==> src/rtl/trig_pkg.sv <==
// rtl/trig_pkg.sv - shared state type and cfg field layout for the multi-channel trigger
package trig_pkg;

  // FSM encoding; value 3 is unused and steers back to IDLE
  typedef enum logic [1:0] {
    IDLE      = 2'd0,
    ARMED     = 2'd1,
    TRIGGERED = 2'd2
  } trig_state_t;

  // Per-channel cfg field: width and bit positions
  localparam int CFG_W   = 5;
  localparam int CFG_POS = 4;  // rising edge of ch_hi
  localparam int CFG_NEG = 3;  // rising edge of ch_lo (signal fell)
  localparam int CFG_HI  = 2;  // ch_hi level
  localparam int CFG_LO  = 1;  // ch_lo level
  localparam int CFG_DC  = 0;  // don't care

endpackage

==> src/rtl/chan_trig_slice.sv <==
// rtl/chan_trig_slice.sv - one channel: sampling, edge detect, sticky edge latches, term
module chan_trig_slice
  import trig_pkg::*;
(
  input  logic             clk,
  input  logic             rst,
  input  logic             lat_en,
  input  logic             hi,
  input  logic             lo,
  input  logic [CFG_W-1:0] cfg,
  output logic             term
);

  logic s_hi, s_lo, s_hi_d, s_lo_d;
  logic lat_h, lat_l;
  logic edge_h, edge_l;

  // Sample and previous-sample pipeline runs in every state so edges are never stale
  always_ff @(posedge clk or posedge rst) begin
    if (rst) begin
      s_hi   <= 1'b0;
      s_lo   <= 1'b0;
      s_hi_d <= 1'b0;
      s_lo_d <= 1'b0;
    end else begin
      s_hi   <= hi;
      s_lo   <= lo;
      s_hi_d <= s_hi;
      s_lo_d <= s_lo;
    end
  end

  assign edge_h = s_hi & ~s_hi_d;
  assign edge_l = s_lo & ~s_lo_d;

  // Edge latches accumulate only while the FSM is ARMED and drop in any other state
  always_ff @(posedge clk or posedge rst) begin
    if (rst) begin
      lat_h <= 1'b0;
      lat_l <= 1'b0;
    end else if (lat_en) begin
      lat_h <= lat_h | edge_h;
      lat_l <= lat_l | edge_l;
    end else begin
      lat_h <= 1'b0;
      lat_l <= 1'b0;
    end
  end

  // A cfg of all zeros yields term = 0, which blocks the AND in the top level
  assign term = (cfg[CFG_POS] & (edge_h | lat_h))
              | (cfg[CFG_NEG] & (edge_l | lat_l))
              | (cfg[CFG_HI]  & s_hi)
              | (cfg[CFG_LO]  & s_lo)
              |  cfg[CFG_DC];

endmodule

==> src/rtl/multi_chan_trig.sv <==
// rtl/multi_chan_trig.sv - AND of channel terms, qualification counter and arm/trigger FSM
module multi_chan_trig
  import trig_pkg::*;
#(
  parameter int NUM_CH = 9,
  parameter int CNT_W  = 8
) (
  input  logic                    clk,
  input  logic                    rst,
  input  logic                    armed,
  input  logic [NUM_CH-1:0]       ch_hi,
  input  logic [NUM_CH-1:0]       ch_lo,
  input  logic [CFG_W*NUM_CH-1:0] cfg,
  input  logic [CNT_W-1:0]        match_cnt,
  output logic                    trig,
  output logic                    triggered,
  output logic [NUM_CH-1:0]       ch_hit,
  output logic [1:0]              state
);

  trig_state_t       state_q, state_d;
  logic [NUM_CH-1:0] term;
  logic [CNT_W-1:0]  qcnt;
  logic              comb;
  logic              fire;
  logic              lat_en;

  assign lat_en = (state_q == ARMED);

  for (genvar gi = 0; gi < NUM_CH; gi++) begin : g_ch
    chan_trig_slice u_slice (
      .clk    (clk),
      .rst    (rst),
      .lat_en (lat_en),
      .hi     (ch_hi[gi]),
      .lo     (ch_lo[gi]),
      .cfg    (cfg[CFG_W*gi +: CFG_W]),
      .term   (term[gi])
    );
  end

  assign comb = &term;

  // Next-state logic; disarm takes priority over a coincident fire condition
  always_comb begin
    state_d = state_q;
    fire    = 1'b0;
    case (state_q)
      IDLE: begin
        if (armed) state_d = ARMED;
      end
      ARMED: begin
        if (!armed) begin
          state_d = IDLE;
        end else if (comb && (qcnt == match_cnt)) begin
          state_d = TRIGGERED;
          fire    = 1'b1;
        end
      end
      TRIGGERED: begin
        if (!armed) state_d = IDLE;
      end
      default: state_d = IDLE;
    endcase
  end

  // Counts consecutive qualifying cycles in ARMED; any gap or leaving ARMED restarts it
  always_ff @(posedge clk or posedge rst) begin
    if (rst) begin
      qcnt <= '0;
    end else if ((state_q != ARMED) || !comb || fire) begin
      qcnt <= '0;
    end else begin
      qcnt <= qcnt + 1'b1;
    end
  end

  // State, trigger pulse and debug hit vector registers
  always_ff @(posedge clk or posedge rst) begin
    if (rst) begin
      state_q <= IDLE;
      trig    <= 1'b0;
      ch_hit  <= '0;
    end else begin
      state_q <= state_d;
      trig    <= fire;
      ch_hit  <= term;
    end
  end

  assign triggered = (state_q == TRIGGERED);
  assign state     = state_q;

endmodule

==> config.mk <==
export PLATFORM = sky130hd
export DESIGN_NAME = multi_chan_trig
export DESIGN_NICKNAME = d
export VERILOG_FILES = /design/src/rtl/trig_pkg.sv /design/src/rtl/chan_trig_slice.sv /design/src/rtl/multi_chan_trig.sv
export SDC_FILE = /design/constraint.sdc
export NUM_CORES = 1
export LEC_CHECK = 0
export BUFFER_PORTS_ARGS = -buffer_cell sky130_fd_sc_hd__buf_2
export CAP_MARGIN = 5
export CORE_MARGIN = 2
export CORE_UTILIZATION = 50
export DETAILED_ROUTE_END_ITERATION = 6
export PLACE_DENSITY = 0.85
export SLEW_MARGIN = 25
export SYNTH_ARGS = -nofsm -noshare
export SYNTH_HDL_FRONTEND = slang
export SYNTH_SLANG_ARGS = --single-unit
==> constraint.sdc <==
create_clock -name clk -period 2.87 [get_ports clk]
set_clock_uncertainty 0.2 [all_clocks]
set_input_delay 0.4305 -clock clk [delete_from_list [all_inputs] [get_ports clk]]
set_output_delay 0.4305 -clock clk [all_outputs]
set_load 0.005 [all_outputs]
==> metrics.md, run 1 <==
| Metric | Value |
|---|---|
| Status | complete, no violations |
| R2R setup slack | 830 ps |
| Clock share of power | between 30 and 40% |
| Clock buffer count from CTS | 9 |
| Global route total overflow | 0 |
| Synth top area share | 66.2% |
| Crit. End Element | flop |
| Cells after synthesis | 207 |
| DR WL/cell | ~14 um |
| Setup WS post-layout | a little over 800 ps |
| Crit Path Max Fanout | 10 |
| Fin area | 3670 um2 |
| Count leader, synth | dfrtp_1 |
| DP Wirelength | 3880 um |
| Clock transition at the registers of the reported paths | 70 ps |
| Vias in the first global route | 2,023 |
| Fmax | 0.490 GHz |
| Most used DFF post-synth | dfrtp_1 |
| Fin cells | 395 |
| Comb power frac | 10.0% |
| Starting Density | between 50% and 60% |
| Initial antenna violation count | 0 |
| Sequential power share | 56.0% |
| DR pass1 iterations | 4 |
| Rel. slew slack | a little under two thirds |
| RSZ-0062 raised after global routing | false |
| Cell Rows | 27 |
| GR Util All Layers | about 19% |
| Startpoint Class | flop |
| Vias per cell | 4.99 |
| Min-delay worst type | input pin to flop |
| Min Tclk post-route | about 2000 ps |
| Leakage | about 0.0017 uW |
| CP max-delay cell | or4b_4 |
| Clk sinks | 74 |
| Final hold violations | 0 |
| Slew Limit Fails | 0 |
| P_sw | 456 uW |
| Layout cells sized above 1 | 37.5% |
| Post-Route Setup TNS | 0 ps |
| Post-synth top cells | dfrtp_1, o21a_1, nand3_1 |
| Io pins | 87 |
| Die Y-Extent | about 80 um |
| Setup WS pre-CTS | 820 ps |
| Max-Cap Viols | 0 |
| Syn Nets | between 200 and 300 |
| Deepest clock path buffer count | 2 |
| Die W | 78.8 um |
| N_diodes | 0 |
| Top cell type by total area after synthesis | dfrtp_1 |
| Seq cells post-synth | between 70 and 80 |
| Fin nets | roughly 400 |
| Tcrit/Tclk final | 71.1% |
| Synth cell types | 28 |
| PwrDens | 548 nW/um2 |
| YS warnings | 0 |
| Clk_lat worst skew | 340 ps |
| Worst slew pin tran | between 500 and 600 ps |
| Post-route DRC | 0 |
| Die ar. | between 6000 and 7000 um2 |
| H-tree levels | 3 |
| Drt total wl | approximately 5500 um |
| CTS root buf | clkbuf_8 |
| Post-synth EDFFs | 0 |
| Slowest Stage Delay on Critical Path | 620 ps |
| Placed cells | roughly 360 |
| Number of setup buffers added after CTS | 0 |
| DRT iter0 DRCs | 73 |
| WS Path Type | flop to flop |
| VDD IR-drop max | 0.420 mV |
| Final ANT Viol Nets | 0 |
| CP required | 2900 ps |
| GP Congestion | approximately 0.8 |
| Layout area overhead | 31.4% |
| Port Buf Inserts | 86 |
| Placed Area | 3320 um2 |
| Largest net degree at the start of global routing | 75 |
| Setup-failing EPs final | 0 |
| Internal power | 1550 uW |
| Clock tree from TritonCTS | built |
| Avg Synthesized Cell Area | between 10 and 15 um2 |
| Vias | 1,971 |
| Post-synth ARST share | 100% |
| Cell Area, Synth | 2800 um2 |
| Synth top area cells | dfrtp_1, o21a_1, xnor2_1 |
| Core area | about 5400 um2 |
| Worst path cell trace | nor2b_2 -> o21ai_1 -> nand3_2 -> nand4_2 -> or4b_4 -> o211a_1 |
| First-pass GRT wire length | around 9000 um |
| Critical path arrival | 2070 ps |
| Sw Ratio | 22.7% |
| Seq/Total Area, Yosys | 66.2% |
repair_timing:
| item | 4_1_cts | 5_1_grt |
|---|---|---|
| hold buffers | 19 | 0 |
| resized for setup | 0 | 0 |
| hold endpoints to repair | 92 | 0 |
| setup endpoints to repair | 0 | 0 |
final timing paths:
| check | from | end | depth (start not counted) |
|---|---|---|---|
| max reg2reg | g_ch[8].u_slice.s_lo | state[0] | 6 |
| min in group asynchronous | rst | g_ch[6].u_slice.s_hi | 4 |
| min | cfg[18] | ch_hit[3] | 3 |
| max in group asynchronous | rst | g_ch[0].u_slice.s_hi | 4 |
| min reg2reg | g_ch[2].u_slice.s_lo | g_ch[2].u_slice.s_lo_d | 0 |
| max | g_ch[8].u_slice.s_lo | state[0] | 6 |
state kept, by name, summed over array words and instances (netlist names):
name                 cells
g_ch.u_slice.s_hi_d      9
g_ch.u_slice.s_lo        9
qcnt                     8
g_ch.u_slice.lat_l       9
g_ch.u_slice.s_lo_d      9
g_ch.u_slice.s_hi        9
state                    2
g_ch.u_slice.lat_h       9
ch_hit                   9
trig                     1
power groups by stage:
stage	Combinational (uW)	Sequential (uW)	Clock (uW)
2_1_floorplan	103	1140	0
3_3_place_gp	179	1140	0
3_5_place_dp	184	1150	0
4_1_cts	204	1130	695
5_1_grt	223	1130	742
6_report	202	1130	682
layout make-up:
type                            count  area, um2
Multi-Input combinational cell    127        916
Tap cell                           72       90.1
Inverter                            2       7.51
Fill cell                         405       1770
Sequential cell                    74       1850
Clock buffer                       13        159
Timing Repair Buffer              107        648
placed cells by master, fill, tap and decap left out, types with 3 or more instances in the layout:
cell | Yosys | final
o21a_1 | 18 | 18
o21ai_1 | 10 | 10
o21ai_0 | 5 | 5
dlygate4sd3_1 | 0 | 19
a221oi_1 | 9 | 9
nand2_1 | 6 | 6
o21ai_2 | 3 | 3
clkbuf_8 | 0 | 11
nor2_1 | 9 | 9
nor2b_1 | 8 | 7
nand3_1 | 17 | 17
nor2b_4 | 4 | 4
nor2b_2 | 4 | 5
and2b_1 | 3 | 3
nand3_2 | 6 | 6
buf_2 | 0 | 86
xnor2_1 | 13 | 13
dfrtp_1 | 74 | 74
cells by family after synthesis:
group,share of synthesized area [%]
AND/OR/NAND/NOR,15.9
adder cells (fa/ha/maj),0.448
AO/OA/AOI/OAI,12.0
flip-flops,66.2
XOR/XNOR,4.39
buffers and inverters,1.07
per-layer routing:
metal	wire (um)	global-route usage (%)
met1	2440	24.8
met3	258	4.20
met4	120	10.0
met5	0	0
met2	2720	31.1
critical path, delay by kind of cell (launching register included):
family / cells / cell delay (ps)
compound gates: 2 / 340
flops: 1 / 400
simple gates: 4 / 1000
per-stage QoR:
stage / total power (uW) / hold slack (ps) / utilization (%)
after detailed placement: 1330 / 188 / 61.1
after global placement: 1320 / 178 / 61.1
after CTS: 2030 / 123 / 67.5
final: 2010 / 129 / 67.5
after global routing: 2100 / 137 / 67.5
after floorplan: 1240 / 167 / -
Note: power is estimated with default switching activity, not from simulation.
==> inputs of run 2 (changes only) <==
- clock period: 2.87 -> 2 ns (I/O delays scaled with it)
==> metrics.md, run 2 (synthesis gave the netlist of run 1 again) <==
| Metric | Value |
|---|---|
| PwrDens | 806 nW/um2 |
| Setup WS post-layout | -10.5 ps |
| Crit. End Element | flop |
| RSZ-0062 raised after global routing | true |
| Max-Cap Viols | 0 |
| Leakage | roughly 0.0018 uW |
| Cell Rows | 27 |
| Drt total wl | 6420 um |
| Post-route DRC | 0 |
| Worst slew pin tran | 568 ps |
| Min-delay worst type | input pin to flop |
| Layout cells sized above 1 | 41.0% |
| Starting Density | 51.4% |
| N_diodes | 0 |
| Deepest clock path buffer count | 2 |
| Die ar. | 6200 um2 |
| Io pins | 87 |
| Post-Route Setup TNS | -10.5 ps |
| Initial antenna violation count | 0 |
| Fin nets | 404 |
| Tcrit/Tclk final | 101% |
| DRT iter0 DRCs | around 150 |
| Port Buf Inserts | 86 |
| Core area | about 5400 um2 |
| Rel. slew slack | 62.1% |
| Fill cell count | 383 |
| Status | finished, violations left |
| Final hold violations | 0 |
| Final ANT Viol Nets | 0 |
| Failing checks | setup timing |
| GP Congestion | 0.838 |
| Vias in the first global route | 2,279 |
| Placed cells | 367 |
| Clk_lat worst skew | 340 ps |
| DP Wirelength | 4110 um |
| Most common cell after layout, fill and taps aside | buf_2 |
| Clock transition at the registers of the reported paths | approximately 70 ps |
| Commonest non-fill, non-tap cells in the layout | buf_2, dfrtp_1, dlygate4sd3_1, o21a_1, nand3_1 |
| Startpoint Class | flop |
| Layout area overhead | 36.6% |
| Placed Area | 3340 um2 |
| VDD IR-drop max | slightly above 0.7 mV |
| CP required | slightly above 2000 ps |
| DR pass1 iterations | 4 |
| Fmax | 0.497 GHz |
| CTS root buf | clkbuf_8 |
| Largest net degree at the start of global routing | 47 |
| Setup-failing EPs final | 1 |
| Clock buffer count from CTS | 9 |
| Die Y-Extent | 78.8 um |
| Crit Path Max Fanout | 4 |
| Critical path arrival | 2060 ps |
| Slew Limit Fails | 0 |
| Die W | 78.8 um |
| First-pass GRT wire length | 10,400 um |
| Fin cells | 406 |
| Vias | 2,074 |
| Clk sinks | 74 |
| Min Tclk post-route | 2010 ps |
| DR WL/cell | 15.8 um |
| GR Util All Layers | 22.3% |
| WS Path Type | flop to flop |
| Total design power | a little over 3000 uW |
| Vias per cell | 5.11 |
| Fin area | 3820 um2 |
| H-tree levels | 3 |
| Clock tree from TritonCTS | built |
| Post-layout util | 70.2% |
| Global route total overflow | 0 |
[run 2: timing repair]
action	CTS	global route
endpoints found under the hold margin	94	0
setup endpoints to repair	0	10
buffers inserted	0	3
gates resized for setup	0	12
hold buffers	21	0
[run 2: worst paths after layout]
| check | startpoint | endpoint | slack (ps) | cells past startpoint |
|---|---|---|---|---|
| setup reg to reg | g_ch[3].u_slice.s_lo | qcnt[0] | -10 | 6 |
| hold / removal | cfg[33] | ch_hit[6] | 20 | 3 |
| max in group asynchronous | rst | qcnt[5] | 680 | 4 |
| hold reg to reg | g_ch[5].u_slice.s_lo | g_ch[5].u_slice.s_lo_d | 190 | 0 |
| setup / recovery | g_ch[3].u_slice.s_lo | qcnt[0] | -10 | 6 |
| min in group asynchronous | rst | g_ch[3].u_slice.s_lo | 440 | 4 |
[run 2: metal layers]
layer / up-vias / global-route usage, % / wire, um
met5: - / 0 / 0
met4: 0 / 11.4 / 181
met3: 17 / 3.86 / 299
met2: 76 / 39.1 / 3400
met1: 1006 / 26.5 / 2540
li1: 975 / - / -
[run 2: power by group]
part           internal, uW  switching, uW
sequential             1570           46.3
clock                   620            512
combinational           177            151
[run 2: critical path, stage by stage, from the launching register on]
cell and delay (ps):
dfrtp_1 400, nor2b_4 170, o21ai_2 70, nand3_2 100, nand4_4 110, or4b_4 590, nor4b_4 270
[run 2: layout make-up]
class | instances | area [um2] | share of cell area, %
clock buffers | 15 | 196 | 5.14
flip-flops and latches | 74 | 1850 | 48.5
well taps | 72 | 90.1 | 2.36
clock inverters | 1 | 5.00 | 0.131
repair buffers | 115 | 707 | 18.5
inverters | 2 | 11.3 | 0.295
multi-input cells | 127 | 957 | 25.1
[run 2: metrics by stage]
stage | hold WS, ps | setup slack (ps)
2_1_floorplan | 131 | 71.2
3_3_place_gp | 173 | 79.5
3_5_place_dp | 190 | 16.6
4_1_cts | 1.16 | 3.99
5_1_grt | 22.4 | -69.7
6_report | 16.9 | -10.5
==> inputs of run 3 (changes only) <==
- ABC_AREA: not set -> 1
==> metrics.md, run 3 <==
| Metric | Value |
|---|---|
| Synth Area in Adders | 0.441% |
| Tcrit/Tclk final | between 80% and 90% |
| Leakage | 0.00212 uW |
| Synth cell types | 18 |
| Total design power | between 2000 and 3000 uW |
| DR WL/cell | 11.3 um |
| Final hold violations | 0 |
| Clk sinks | 74 |
| PwrDens | 752 nW/um2 |
| Clock transition at the registers of the reported paths | roughly 70 ps |
| Core area | 5510 um2 |
| Fmax | 0.570 GHz |
| Seq/Total Area, Yosys | 65.3% |
| DR pass1 iterations | 4 |
| Min-delay worst type | input pin to flop |
| Cell Area, Synth | 2840 um2 |
| CP required | 2000 ps |
| Crit Path Max Fanout | 2 |
| Mux share of post-synthesis cell area | 0% |
| CTS root buf | clkbuf_8 |
| Global route total overflow | 0 |
| Layout cells sized above 1 | 26.8% |
| Count leader, synth | dfrtp_1 |
| Critical path arrival | 1760 ps |
| Layout area overhead | 36.3% |
| Fin nets | 485 |
| Top cell type by total area after synthesis | dfrtp_1 |
| Setup WS post-layout | 246 ps |
| Clk_lat worst skew | 330 ps |
| Seq cells post-synth | 74 |
| DRT iter0 DRCs | 62 |
| Avg Synthesized Cell Area | 10.1 um2 |
| Max-Cap Viols | 0 |
| Crit. End Element | flop |
| N_diodes | 0 |
| Cell Rows | 27 |
| YS warnings | 0 |
| GP Congestion | 0.821 |
| Compound-Gate Fraction of Synth Area | 5.56% |
| Post-synth ARST share | 100% |
| Post-synth top cells | dfrtp_1, nand2_1, inv_1 |
| Post-synth EDFFs | 0 |
| Simple-Gate Fraction of Synth Area | 17.7% |
| Die W | 79.3 um |
| Post-cts sizing count | 0 |
| Deepest clock path buffer count | 2 |
| DP Wirelength | 3970 um |
| RSZ-0062 raised after global routing | false |
| Syn Nets | 357 |
| GR Util All Layers | a little under 20% |
| Largest net degree at the start of global routing | 29 |
| Initial antenna violation count | 0 |
| Min Tclk post-route | 1750 ps |
| Largest family of logic cells by synthesized area | simple AND/OR/NAND/NOR gates |
| Setup-failing EPs final | 0 |
| WS Path Type | input pin to flop |
| Io pins | 87 |
| Synth top area share | 65.3% |
| Clock tree from TritonCTS | built |
| First-pass GRT wire length | 9290 um |
| Post-synthesis xor/xnor area fraction | 4.32% |
| Post-layout util | 70.3% |
| Most used DFF post-synth | dfrtp_1 |
| Clock buffer count from CTS | 9 |
| Rel. slew slack | between 60% and 70% |
| H-tree levels | 3 |
| Port Buf Inserts | 86 |
| Status | complete, no violations |
| Commonest non-fill, non-tap cells in the layout | buf_2, dfrtp_1, nand2_1, inv_1, dlygate4sd3_1 |
| Final ANT Viol Nets | 0 |
| Setup WS pre-CTS | about 360 ps |
| Startpoint Class | input pin |
| Post-route DRC | 0 |
| Vias in the first global route | 2,282 |
| Worst slew pin tran | 489 ps |
| Cells after synthesis | between 200 and 300 |
| VDD IR-drop max | 0.604 mV |
| Starting Density | 51.5% |
| Post-Route Setup TNS | 0 ps |
| Synth top area cells | dfrtp_1, nand2_1, inv_1 |
| Most common cell after layout, fill and taps aside | buf_2 |
| Drt total wl | roughly 5500 um |
| Die Y-Extent | 79.3 um |
| Fin Hold WS | 17.3 ps |
| Slew Limit Fails | 0 |
| Vias per cell | roughly 4.5 |
| Die ar. | 6290 um2 |
| Vias | 2,196 |
## run 3: cell type report
| type | count | area [um2] |
|---|---|---|
| flip-flops and latches | 74 | 1850 |
| fillers | 422 | 1640 |
| clock buffers | 12 | 155 |
| inverters | 50 | 191 |
| multi-input cells | 157 | 795 |
| repair buffers | 118 | 771 |
| well taps | 72 | 90.1 |
| clock inverters | 3 | 15.0 |
## run 3: critical path: stages
cell           delay (ps)
dlygate4sd3_1         540
buf_2                 120
nor2_1                130
nand3_2               100
dlygate4sd3_1         570
## run 3: kinds of logic after synthesis
group / Yosys count
fa+ha+maj: 1
buf+inv: 51
xor+xnor: 14
flops: 74
simple gates: 118
compound gates: 24
## run 3: path summary, 6_finish.rpt
kind | start | endpoint | depth (start not counted) | slack (ps)
hold reg to reg | g_ch[7].u_slice.s_lo | g_ch[7].u_slice.s_lo_d | 0 | 200
max in group asynchronous | rst | g_ch[6].u_slice.s_hi_d | 4 | 740
min in group asynchronous | rst | ch_hit[0] | 3 | 360
hold / removal | cfg[40] | ch_hit[8] | 3 | 20
setup reg to reg | g_ch[3].u_slice.s_lo | ch_hit[3] | 5 | 360
setup / recovery | cfg[30] | ch_hit[6] | 5 | 250
## run 3: power breakdown
group	total, uW	switching [uW]	internal [uW]
Clock	972	467	505
Combinational	334	165	169
Sequential	1600	32.5	1570
## run 3: layer usage
layer | GRT usage, % | up-vias | routed length [um]
li1 | - | 1107 | -
met1 | 20.8 | 1028 | 2300
met2 | 36.4 | 56 | 2890
met3 | 6.70 | 5 | 257
met4 | 5.17 | 0 | 44
met5 | 0 | - | 0
## run 3: through the flow
step / cell area (um2) / instances
after floorplan: 2840 / 282
after global placement: 3400 / 441
after detailed placement: 3400 / 441
after CTS: 3870 / 486
after global routing: 3870 / 486
final: 3870 / 486
## run 3: repair_timing
item | in CTS | in global routing
hold buffers | 30 | 0
endpoints found under the hold margin | 43 | 0
setup buffers | 0 | 0
